File: config.mk
export PLATFORM = sky130hd
export DESIGN_NAME = fetch_stage
export DESIGN_NICKNAME = d
export VERILOG_FILES = /design/src/rtl/fetch_stage.sv
export SDC_FILE = /design/constraint.sdc
export NUM_CORES = 1
export LEC_CHECK = 0
export BUFFER_PORTS_ARGS = -buffer_cell sky130_fd_sc_hd__buf_2
export CAP_MARGIN = 30
export CORE_MARGIN = 3
export CORE_UTILIZATION = 55
export DETAILED_ROUTE_END_ITERATION = 6
export GPL_ROUTABILITY_DRIVEN = 0
export PLACE_DENSITY = 0.78
export SETUP_SLACK_MARGIN = 0.4
export SLEW_MARGIN = 30
export SYNTH_ARGS = -nofsm -noshare
export SYNTH_HDL_FRONTEND = slang
export SYNTH_SLANG_ARGS = --single-unit
File: constraint.sdc
create_clock -name clk -period 3.55 [get_ports clk]
set_clock_uncertainty 0.1 [all_clocks]
set_input_delay 0.1775 -clock clk [delete_from_list [all_inputs] [get_ports clk]]
set_output_delay 0.1775 -clock clk [all_outputs]
set_load 0.02 [all_outputs]
File: src/rtl/fetch_stage.sv
// Instruction fetch stage: fetch PC, small {pc_plus4, instr} buffer and a
// RUN/WAIT/DROP request FSM that tolerates multi-cycle memory acks and redirects.
module fetch_stage #(
    parameter logic [31:0] RESET_PC = 32'h0000_0000,
    parameter int          DEPTH    = 2
) (
    input  logic        clk,
    input  logic        rst_n,
    output logic        imem_req,
    output logic [31:0] imem_addr,
    input  logic        imem_ack,
    input  logic [31:0] imem_rdata,
    input  logic        redirect,
    input  logic [31:0] redirect_pc,
    input  logic        stall,
    output logic        if_valid,
    output logic [31:0] if_instr,
    output logic [31:0] if_pc_plus4
);
    localparam int PTR_W = (DEPTH > 1) ? $clog2(DEPTH) : 1;
    localparam int CNT_W = $clog2(DEPTH + 1);

    localparam logic [1:0] RUN  = 2'd0;
    localparam logic [1:0] WAIT = 2'd1;
    localparam logic [1:0] DROP = 2'd2;

    logic [1:0]       state_q, state_d;
    logic [31:0]      pc_q, pc_d;
    logic [31:0]      raddr_q, raddr_d;
    logic             started_q;
    logic [CNT_W-1:0] cnt_q, cnt_d;
    logic [PTR_W-1:0] wptr_q, wptr_d, rptr_q, rptr_d;
    logic [31:0]      instr_q [DEPTH];
    logic [31:0]      pc4_q   [DEPTH];

    logic        accept, push, pop;
    logic [31:0] fetch_pc4;

    function automatic logic [PTR_W-1:0] ptr_inc(input logic [PTR_W-1:0] p);
        return (p == PTR_W'(DEPTH - 1)) ? '0 : p + 1'b1;
    endfunction

    // Once a request is outstanding it cannot be withdrawn, so WAIT/DROP
    // keep requesting the latched address regardless of redirect.
    always_comb begin
        imem_addr = (state_q == RUN) ? pc_q : raddr_q;
        imem_req  = started_q &&
                    ((state_q != RUN) || ((cnt_q < CNT_W'(DEPTH)) && !redirect));
        accept    = imem_req && imem_ack;
        push      = accept && (state_q != DROP) && !redirect;
        pop       = (cnt_q != '0) && !stall;
        fetch_pc4 = imem_addr + 32'd4;
    end

    always_comb begin
        state_d = state_q;
        pc_d    = pc_q;
        raddr_d = raddr_q;
        cnt_d   = cnt_q;
        wptr_d  = wptr_q;
        rptr_d  = rptr_q;
        if (redirect) begin
            cnt_d   = '0;
            wptr_d  = '0;
            rptr_d  = '0;
            pc_d    = {redirect_pc[31:2], 2'b00};
            state_d = ((state_q != RUN) && !imem_ack) ? DROP : RUN;
        end else begin
            case (state_q)
                RUN: begin
                    if (accept) begin
                        pc_d = fetch_pc4;
                    end else if (imem_req) begin
                        state_d = WAIT;
                        raddr_d = pc_q;
                    end
                end
                WAIT: begin
                    if (imem_ack) begin
                        pc_d    = fetch_pc4;
                        state_d = RUN;
                    end
                end
                DROP: begin
                    if (imem_ack) state_d = RUN;
                end
                default: state_d = RUN;
            endcase
            if (push) wptr_d = ptr_inc(wptr_q);
            if (pop)  rptr_d = ptr_inc(rptr_q);
            if (push && !pop)      cnt_d = cnt_q + 1'b1;
            else if (pop && !push) cnt_d = cnt_q - 1'b1;
        end
    end

    always_ff @(posedge clk or negedge rst_n) begin
        if (!rst_n) begin
            state_q   <= RUN;
            pc_q      <= RESET_PC;
            raddr_q   <= RESET_PC;
            started_q <= 1'b0;
            cnt_q     <= '0;
            wptr_q    <= '0;
            rptr_q    <= '0;
        end else begin
            state_q   <= state_d;
            pc_q      <= pc_d;
            raddr_q   <= raddr_d;
            started_q <= 1'b1;
            cnt_q     <= cnt_d;
            wptr_q    <= wptr_d;
            rptr_q    <= rptr_d;
        end
    end

    always_ff @(posedge clk or negedge rst_n) begin
        if (!rst_n) begin
            for (int i = 0; i < DEPTH; i++) begin
                instr_q[i] <= '0;
                pc4_q[i]   <= '0;
            end
        end else if (push) begin
            instr_q[wptr_q] <= imem_rdata;
            pc4_q[wptr_q]   <= fetch_pc4;
        end
    end

    assign if_valid    = (cnt_q != '0);
    assign if_instr    = instr_q[rptr_q];
    assign if_pc_plus4 = pc4_q[rptr_q];
endmodule

Word level (Yosys, flattened, before mapping). Cells that the tools add are included.

$lt $le $gt $ge: 4. Eq/ne operators: 8. Reductions and logical operators: 27. Mux-type cells: 30. Bitwise operators: 4. Add/sub/neg operators: 5.

Operator list (number): 2-to-1 mux 32 bit (11); bitwise mux 64 bit (2); case mux 32 bit (2 select lines) (1); adder 32 x 3 -> 32 bit (second input constant) (1); demux 32 bit (select 1 bit) (1); 2-to-1 mux 2 bit (8); inequality test 3 bit (second input constant) (4); logical AND 1 bit (10); nonzero test 2 bit (4); 2-to-1 mux 1 bit (6); AND reduction 3 bit (2); nonzero test 3 bit (2); logical NOT 1 bit (5); >= comparator 2 bit (second input constant) (2); inverter 1 -> 2 bit (2); case mux 2 bit (2 select lines) (1); AND reduction 4 bit (1); inequality test 3 x 1 -> 1 bit (second input constant) (1); adder 1 bit (second input constant) (2); adder 2 x 1 -> 2 bit (second input constant) (1); equality test 2 x 1 -> 1 bit (second input constant) (1); equality test 2 bit (second input constant) (1); logical NOT 2 bit (1); < comparator 2 x 1 -> 1 bit (second input constant) (1); 6 further kinds (7).

Output and inout port bits: 98. Input port bits: 69. Flip-flop bits (word level): 199.

Logic depth before layout (Yosys ltp). Gate-level depths: netlist of run 1.

Depth in word-level cells: 12. Depth in mapped cells: 15. Gate-level depth less buffers: 9.

Worst setup path after synthesis of run 1. No wires, ideal clock.

Kind: reg2reg. Start point: register state_q[0]. End point: register pc_q[22]. Data arrival time: 3.211 ns. Slack: 0.170 ns. Stages on the path, launching flop included: 15. Clock period less this slack: 3.380 ns. Cell sequence: dfrtp_1 -> inv_1 -> ha_1 -> buf_6 -> buf_6 -> buf_4 -> buf_4 -> buf_2 -> mux2_2 -> ha_1 -> nand4_1 -> a221oi_4 -> nand4_2 -> or4_1 -> nand3_1.

Longest elaborated chain between the ends: 6. Elaborated cells between the ends (all ways): 16. Classes of those cells: 1 x add/sub; 3 x eq/ne; 5 x mux; 7 x reduce/logical.

Ends and longest elaborated chain: start: declaration (RTL line 27) `logic [1:0] state_q, state_d;`; start signal: assignment (RTL line 106) `state_q <= state_d;`; logical NOT 2 bit (*) (RTL line 46) `imem_addr = (state_q == RUN) ? pc_q : raddr_q;`; 2-to-1 mux 32 bit (*) (RTL line 46); via imem_addr[3] (RTL line 10) `output logic [31:0] imem_addr,`; adder 32 x 3 -> 32 bit (*) (RTL line 52) `fetch_pc4 = imem_addr + 32'd4;`; 2-to-1 mux 32 bit (on tied branches) (RTL line 79, 71); case mux 32 bit (2 select lines) (*) (RTL line 69) `case (state_q)`; 2-to-1 mux 32 bit (*) (RTL line 62) `if (redirect) begin`; end signal: assignment (RTL line 107) `pc_q <= pc_d;`; end: declaration (RTL line 28) `logic [31:0] pc_q, pc_d;`.

The timed path passes the listed nets; every way through them passes the cells marked *. The select of a mux whose other input is x is not followed. A chain may end at the register's enable or synchronous reset.

Worst setup path after layout of run 1.
Start point: register state_q[0]. End point: register pc_q[16].

Longest elaborated chain between the ends: 6. Elaborated cells between the ends (all ways): 16. Classes of those cells: 1 x add/sub; 3 x eq/ne; 5 x mux; 7 x reduce/logical.

Ends and longest elaborated chain: logical NOT 2 bit / nonzero test 2 bit (equally long branches) (RTL line 46, 69, 48); 2-to-1 mux 32 bit / logical OR 1 bit (equally long branches) (RTL line 46, 48); adder 32 x 3 -> 32 bit / logical AND 1 bit (equally long branches) (RTL line 52, 47); 2-to-1 mux 32 bit, or another cell as far along (RTL line 79) `if (imem_ack) begin`; case mux 32 bit (2 select lines) / inequality test 3 bit (equally long branches); 2-to-1 mux 32 bit / AND reduction 3 bit (equally long branches).

Parallel ways exist; a longest one is shown, timed or not. The select of a mux whose other input is x is not followed.

==> parameters.txt, run 1 <==
Parameter                              Value

Outcome
  Status ... complete, no violations

Layout
  Most common cell after layout, fill and taps aside ... sky130_fd_sc_hd__dfrtp_1
  Area occupied by multi-input gates ... 4852 um^2
  Reg area ... about 5000 um^2
  Leading cell types in the layout, fill and taps excluded ... 198 x sky130_fd_sc_hd__dfrtp_1, 189 x sky130_fd_sc_hd__mux2_2, 163 x sky130_fd_sc_hd__buf_2, 83 x sky130_fd_sc_hd__nand2_1, 64 x sky130_fd_sc_hd__dlygate4sd3_1
  Non-Filler Instances ... around 1300
  Number of inserted diodes ... 0
  Fillcell total ... ~1300
  Share of the core filled with cells in the final layout ... 70.83%
  Share of cells above drive strength 1 ... 39.46%
  Final-stage net count ... between 1000 and 1500
  Layout-stage area growth over the synthesis result ... 23.52%

Power
  NetSw ... around 2.7 mW
  Total power density per cell area ... a little over 600 nW/um^2
  Relative contribution of the clock network to total power ... 24.3%
  Switch share ... around a third
  Fraction of power consumed by sequential logic ... a little over two fifths
  IR Drop Worst-Case VDD ... 413.5 uV
  Leakage component of the power ... roughly 6.0 nW
  Relative contribution of combinational cells to total power ... 32.8%
  Internal power component ... just under 5 mW

GRT
  Global route total overflow ... 0
  GRT Resource Usage Total ... 25.45%
  Pin count of the biggest net entering global routing ... 95
  Antenna violations before repair ... 1
  First-pass GRT wire length ... 40.88 mm
  Number of global-route vias before repair ... 7749

Critical path
  Sum of buffers and inverters on the critical path ... 2
  Startpoint of the worst-slack reg-to-reg timing path ... state_q[0]$_DFFE_PN0P_
  Worst reg2reg endpoint ... pc_q[16]$_DFFE_PN0P_
  CP Data Required Time ... 3.75 ns
  Maximum net fanout on the critical path ... 13
  Critical Path Source Type ... flop
  Launching element of the worst setup path ... state_q[0]$_DFFE_PN0P_
  Top cell family by delay on the critical path ... compound AO/OA/AOI/OAI gates
  Number of stages on the worst setup path ... 10
  Most used cell, CP ... sky130_fd_sc_hd__ha_4
  List of cells traversed by the critical path ... inv_1, ha_4, mux2_4, ha_4, nand4_1, a221oi_4, buf_4, nand2_1, xor2_1, o21ai_0
  Endpoint class of the critical path ... flop
  Highest cell delay on the worst timing path ... ~0.47 ns
  Reg-to-reg setup timing slack ... approximately 0.5 ns
  Crit Path Category ... flop to flop
  Worst r2r path cells ... 10
  Arrival time of data at the critical path endpoint ... 3.23 ns
  Critical Path Slowest Stage Cell ... sky130_fd_sc_hd__a221oi_4

Clock tree
  Clock latency of the later-clocked register in the worst-skew pair ... between 0.4 and 0.5 ns
  Number of clock buffers inserted by TritonCTS ... 17
  Max clock buf depth ... 2
  TritonCTS clock tree ... done
  Clock-pin slew on the worst setup and hold paths ... 0.07 ns
  Clock sink total ... 199
  H-tree level count ... 4
  Buffer cell driving the clock tree root ... sky130_fd_sc_hd__clkbuf_16

Hold path
  Class of the worst hold path ... primary input to flop
  Worst-case hold path end point ... state_q[1]$_DFFE_PN0P_
  Hold depth ... 4
  Worst min-delay path startpoint ... imem_ack

Die
  Core Box Area ... 17600 um^2
  Initial core utilization ... 57.34%
  Number of top-level pins ... around 170
  Row count ... 48
  Horizontal die dimension ... approximately 140 um
  Die Ht ... approximately 140 um
  Area of the die ... 20010 um^2

Yosys
  Net count after synthesis ... roughly 960
  Number of unique standard cell types used by synthesis ... 56
  Post-synthesis async set-or-reset flop share ... 100.0%
  Cell area after technology mapping ... a little over 10000 um^2
  Gate count after technology mapping ... slightly below 900
  Biggest area contributors in the synthesized netlist ... sky130_fd_sc_hd__dfrtp_1 49%, sky130_fd_sc_hd__mux2_2 21%, sky130_fd_sc_hd__o21ai_0 3.2%, sky130_fd_sc_hd__nand2_1 3.1%, sky130_fd_sc_hd__mux2i_1 1.9%
  Sequential cell area fraction in the yosys report ... about half
  Share of Yosys cell area claimed by the top area cell type ... 49.35%
  Number of enable flip-flop cells after synthesis ... 0
  Post-synthesis register bit count ... 199
  Syn. warnings ... 0
  Avg Synthesized Cell Area ... 11.42 um^2
  Primary flip-flop cell chosen by synthesis mapping ... sky130_fd_sc_hd__dfrtp_1
  Yosys top cell by area ... sky130_fd_sc_hd__dfrtp_1

Job
  Count of max-cap constraint violations ... 0

STA
  Max Transition Viols Final ... 0
  Shortest period the worst path allows ... around 3.0 ns
  Ratio of final minimum period to clock period ... around 86%
  Max Clk Rate ... 329.2 MHz
  Final setup viols ... 0
  Final total negative setup slack ... 0 ns
  Worst-margin pin slew ... a little over 0.9 ns
  Headroom to the max-slew limit ... about two fifths
  RSZ-0062 raised after global routing ... no
  Final Worst Setup Slack ... slightly above 0.5 ns
  Final Hold Violating Endpoints ... 0
  Final-layout worst hold slack ... roughly 0.037 ns

Placement
  Number of buffers added on ports ... 164
  Pre-CTS worst setup slack ... between 0.4 and 0.5 ns
  Dpl cells ... between 1000 and 1500
  Detail Placement HPWL ... between 15 and 20 mm

Drt
  Total via count after detailed routing ... approximately 7700
  Number of iterations in the first detailed-routing pass ... 5
  Routed wire length per instance ... ~19 um
  Overall routed net length ... between 20 and 25 mm
  DR iter-0 viols ... 647
  # DRC ... 0
  Antenna-violating nets left ... 0
  Routed via count divided by cell count ... 5.820
## what timing repair did
action,in CTS,in global routing
hold endpoints to repair,187,0
hold buffers,64,0
gates resized for setup,0,8
buffers inserted,0,1
setup endpoints to repair,0,34
## how the worst max path moves through the flow
stage / endpoint / slack, ns
global placement: pc_q[24]$_DFFE_PN0P_ / 0.53
global route: pc_q[16]$_DFFE_PN0P_ / 0.43
floorplan: pc_q[20]$_DFFE_PN0P_ / 0.41
finish: pc_q[16]$_DFFE_PN0P_ / 0.51
detailed placement: pc_q[24]$_DFFE_PN0P_ / 0.47
CTS: pc_q[24]$_DFFE_PN0P_ / 0.45
## cells by family after synthesis
logic type,count (synthesis),share of synthesized area (%)
DFF,199,49.35
muxes,212,23.42
xor gates and xnor gates,19,1.649
and+or+nand+nor,220,12.30
adders and majority gates,4,0.4960
AOI/OAI and AO/OA,149,9.113
buffers and inverters,80,3.633
other,1,0.03716
## worst register-to-register path: stages (launching register included)
cell and delay [ns]:
sky130_fd_sc_hd__dfrtp_1 0.41, sky130_fd_sc_hd__inv_1 0.13, sky130_fd_sc_hd__ha_4 0.27, sky130_fd_sc_hd__mux2_4 0.25, sky130_fd_sc_hd__ha_4 0.17, sky130_fd_sc_hd__nand4_1 0.25, sky130_fd_sc_hd__a221oi_4 0.47, sky130_fd_sc_hd__buf_4 0.21
sky130_fd_sc_hd__nand2_1 0.06, sky130_fd_sc_hd__xor2_1 0.42, sky130_fd_sc_hd__o21ai_0 0.16
## power by group through the flow
stage / Clock (mW) / Combinational (mW) / Sequential, mW
2_1_floorplan: 0 / 1.75 / 3.16
3_3_place_gp: 0 / 2.37 / 3.25
6_report: 1.85 / 2.50 / 3.26
5_1_grt: 1.98 / 2.71 / 3.34
3_5_place_dp: 0 / 2.42 / 3.29
4_1_cts: 1.87 / 2.49 / 3.25
## Yosys cell counts, drive strengths merged (7+ instances only)
cell type	n
a21oi	36
a22oi	9
and3b	16
and4	7
buf	32
clkbuf	29
dfrtp	199
inv	19
mux2	193
mux2i	19
nand2	83
nand3	26
nand3b	8
nand4	17
nand4b	7
nor2	10
nor3	17
o21ai	65
o31ai	19
xnor2	12
xor2	7
## sequential cells by signal (all words and copies together) (netlist names)
| signal | flops |
|---|---|
| cnt_q | 2 |
| instr_q | 64 |
| pc4_q | 64 |
| pc_q | 32 |
| raddr_q | 32 |
| rptr_q | 1 |
| started_q | 1 |
| state_q | 2 |
| wptr_q | 1 |
## through the flow
stage	cell area, um^2	total power [mW]
finish	12460	7.612
CTS	12400	7.618
global route	12460	8.030
floorplan	10130	4.914
global placement	11190	5.615
detailed placement	11190	5.712
## routing by layer
layer  share of wire, %  vias to the layer above  track usage, %  wire [um]
met3                5.8                       64           5.292       1442
met2                 47                      241           40.58      11760
met1                 44                     3820           34.68      10940
met4                3.3                        2           9.394        818
li1                   -                     3613               -          -
met5              0.052                        -               0         13
## layout make-up
cell class / instances / share of cell area, %
clock buffer: 18 / 3.443
clock inverter: 14 / 1.114
inverter: 19 / 0.5722
multi-input combinational: 605 / 38.93
sequential: 199 / 39.96
tap: 225 / 2.259
timing repair buffer: 250 / 13.72
(Power assumes the default switching activity.)
==> run 2, diff against run 1 <==
--- a/config.mk
+++ b/config.mk
@@ -6,7 +6,8 @@
 export NUM_CORES = 1
 export LEC_CHECK = 0
 export BUFFER_PORTS_ARGS = -buffer_cell sky130_fd_sc_hd__buf_2
-export CAP_MARGIN = 30
+export CAP_MARGIN = 5
+export CORE_ASPECT_RATIO = 1.2
 export CORE_MARGIN = 3
 export CORE_UTILIZATION = 55
 export DETAILED_ROUTE_END_ITERATION = 6
==> run 2 against run 1 <==
  * Die area barely moved
  * Sequential power about the same
  * Sequential cell count stayed put
  * Critical path depth is 1 lower
  * Critical path type unchanged
==> parameters.txt, run 2 (synthesized netlist as in run 1, its figures left out) <==
Parameter                              Value

Outcome
  Status ... complete, no violations

Drt
  Routed via count divided by cell count ... about 5.8
  Overall routed net length ... 24.43 mm
  Routed wire length per instance ... between 15 and 20 um
  # DRC ... 0
  Number of iterations in the first detailed-routing pass ... 5
  Antenna-violating nets left ... 0
  DR iter-0 viols ... around 440
  Total via count after detailed routing ... approximately 7600

Power
  Total power density per cell area ... 611.9 nW/um^2
  Relative contribution of the clock network to total power ... between 20% and 30%
  IR Drop Worst-Case VDD ... ~380 uV
  Fraction of power consumed by sequential logic ... 42.9%
  Relative contribution of combinational cells to total power ... between 30% and 40%
  NetSw ... between 2 and 3 mW
  Leakage component of the power ... around 6.0 nW
  Internal power component ... roughly 5.0 mW
  Switch share ... between 30% and 40%
  Final Total Pwr ... approximately 7.6 mW

STA
  Final Worst Setup Slack ... 0.5387 ns
  Final total negative setup slack ... 0 ns
  Worst-margin pin slew ... between 0.8 and 0.9 ns
  Final Hold Violating Endpoints ... 0
  Ratio of final minimum period to clock period ... 84.83%
  Max Transition Viols Final ... 0
  Final setup viols ... 0
  Headroom to the max-slew limit ... around two fifths
  Shortest period the worst path allows ... between 3 and 4 ns
  Max Clk Rate ... roughly 330 MHz
  RSZ-0062 raised after global routing ... no

Die
  Initial core utilization ... a little under three fifths
  Die Ht ... approximately 150 um
  Horizontal die dimension ... ~130 um
  Number of top-level pins ... 167
  Core Box Area ... between 15000 and 20000 um^2
  Row count ... 53
  Area of the die ... between 20000 and 25000 um^2

Critical path
  Startpoint of the worst-slack reg-to-reg timing path ... state_q[0]$_DFFE_PN0P_
  Highest cell delay on the worst timing path ... about 0.50 ns
  Sum of buffers and inverters on the critical path ... 1
  Maximum net fanout on the critical path ... 14
  Crit Path Category ... flop to flop
  List of cells traversed by the critical path ... inv_1, ha_4, mux2_4, ha_4, nand4_1, a221oi_2, and4_2, a31oi_1, o31ai_1
  Worst reg2reg endpoint ... pc4_q[60]$_DFFE_PN0P_
  CP Data Required Time ... about 3.8 ns
  Critical Path Slowest Stage Cell ... sky130_fd_sc_hd__a221oi_2
  Most used cell, CP ... sky130_fd_sc_hd__ha_4
  Worst r2r path cells ... 9
  Endpoint class of the critical path ... flop
  Top cell family by delay on the critical path ... compound AO/OA/AOI/OAI gates
  Reg-to-reg setup timing slack ... around 0.54 ns
  Arrival time of data at the critical path endpoint ... 3.24 ns
  Critical Path Source Type ... flop

Layout
  Share of the core filled with cells in the final layout ... around 70%
  Leading cell types in the layout, fill and taps excluded ... 198 x sky130_fd_sc_hd__dfrtp_1, 189 x sky130_fd_sc_hd__mux2_2, 163 x sky130_fd_sc_hd__buf_2, 83 x sky130_fd_sc_hd__nand2_1, 65 x sky130_fd_sc_hd__dlygate4sd3_1
  Largest registers ... instr_q x64, pc4_q x64
  Share of cells above drive strength 1 ... between 30% and 40%
  Cell area after layout ... ~12000 um^2
  Final-stage net count ... around 1200
  Number of inserted diodes ... 0
  Layout-stage area growth over the synthesis result ... 22.89%
  Most common cell after layout, fill and taps aside ... sky130_fd_sc_hd__dfrtp_1

Clock tree
  Clock-pin slew on the worst setup and hold paths ... about 0.07 ns
  TritonCTS clock tree ... done
  Number of clock buffers inserted by TritonCTS ... 17
  Setup repair bufs after CTS ... 0
  Clock sink total ... 199
  Buffer cell driving the clock tree root ... sky130_fd_sc_hd__clkbuf_16
  Max clock buf depth ... 2
  H-tree level count ... 4
  Clock latency of the later-clocked register in the worst-skew pair ... between 0.4 and 0.5 ns

GRT
  First-pass GRT wire length ... slightly below 40 mm
  Pin count of the biggest net entering global routing ... 84
  Global route total overflow ... 0
  GRT Resource Usage Total ... approximately a quarter
  Number of global-route vias before repair ... 7548
  Antenna violations before repair ... 0

Hold path
  Hold depth ... 6
  Worst-case hold path end point ... state_q[0]$_DFFE_PN0P_
  Worst min-delay path startpoint ... redirect
  Class of the worst hold path ... primary input to flop

Placement
  Number of buffers added on ports ... roughly 160
  Detail Placement HPWL ... around 16 mm
  Pre-CTS worst setup slack ... 0.4614 ns
  Placed instance area ... roughly 11000 um^2

Job
  Count of max-cap constraint violations ... 0
==> run 2: area by class of cell <==
class,count,area (um^2)
tap,220,275.3
inverter,19,71.32
sequential,199,4981
clock inverter,14,126.4
multi-input combinational,606,4825
clock buffer,18,429.2
fill,1325,5371
timing repair buffer,249,1693
==> run 2: worst max-delay path by stage <==
stage	cells past startpoint	startpoint	end
3_3_place_gp	9	state_q[0]$_DFFE_PN0P_	pc4_q[30]$_DFFE_PN0P_
4_1_cts	8	state_q[0]$_DFFE_PN0P_	pc_q[25]$_DFFE_PN0P_
5_1_grt	8	state_q[0]$_DFFE_PN0P_	pc_q[25]$_DFFE_PN0P_
6_report	9	state_q[0]$_DFFE_PN0P_	pc4_q[60]$_DFFE_PN0P_
3_5_place_dp	9	state_q[0]$_DFFE_PN0P_	pc4_q[62]$_DFFE_PN0P_
2_1_floorplan	14	state_q[0]$_DFFE_PN0P_	pc_q[20]$_DFFE_PN0P_
==> run 2: per-layer routing <==
layer	wire [um]	vias up	GRT usage, %
li1	-	3609	-
met1	10850	3730	32.51
met2	11710	233	39.76
met3	1170	51	3.247
met4	702	0	9.505
met5	0	-	0
==> run 2: worst reg2reg max path, stage by stage (launching register included) <==
cell,delay (ns)
sky130_fd_sc_hd__dfrtp_1,0.42
sky130_fd_sc_hd__inv_1,0.13
sky130_fd_sc_hd__ha_4,0.27
sky130_fd_sc_hd__mux2_4,0.25
sky130_fd_sc_hd__ha_4,0.17
sky130_fd_sc_hd__nand4_1,0.19
sky130_fd_sc_hd__a221oi_2,0.50
sky130_fd_sc_hd__and4_2,0.45
sky130_fd_sc_hd__a31oi_1,0.15
sky130_fd_sc_hd__o31ai_1,0.27
==> run 2: power groups by stage <==
stage          Combinational [mW]  Clock, mW  Sequential (mW)
4_1_cts                      2.48       1.89             3.24
3_3_place_gp                 2.36          0             3.24
5_1_grt                      2.69       1.98             3.33
6_report                     2.48       1.85             3.25
2_1_floorplan                1.75          0             3.16
3_5_place_dp                 2.41          0             3.29
==> run 2: stage by stage <==
step	cells	hold slack, ns
after floorplan	884	-0.2181
after global placement	1227	0.1650
after detailed placement	1227	0.1659
after CTS	1324	0.1834
after global routing	1325	0.2266
final	1325	0.1975
==> run 2: repair_timing <==
item | 4_1_cts | 5_1_grt
setup endpoints to repair | 1 | 69
pin swaps | 0 | 2
gates cloned | 0 | 1
gates resized for setup | 1 | 2
endpoints found under the hold margin | 176 | 0
hold buffers | 65 | 0
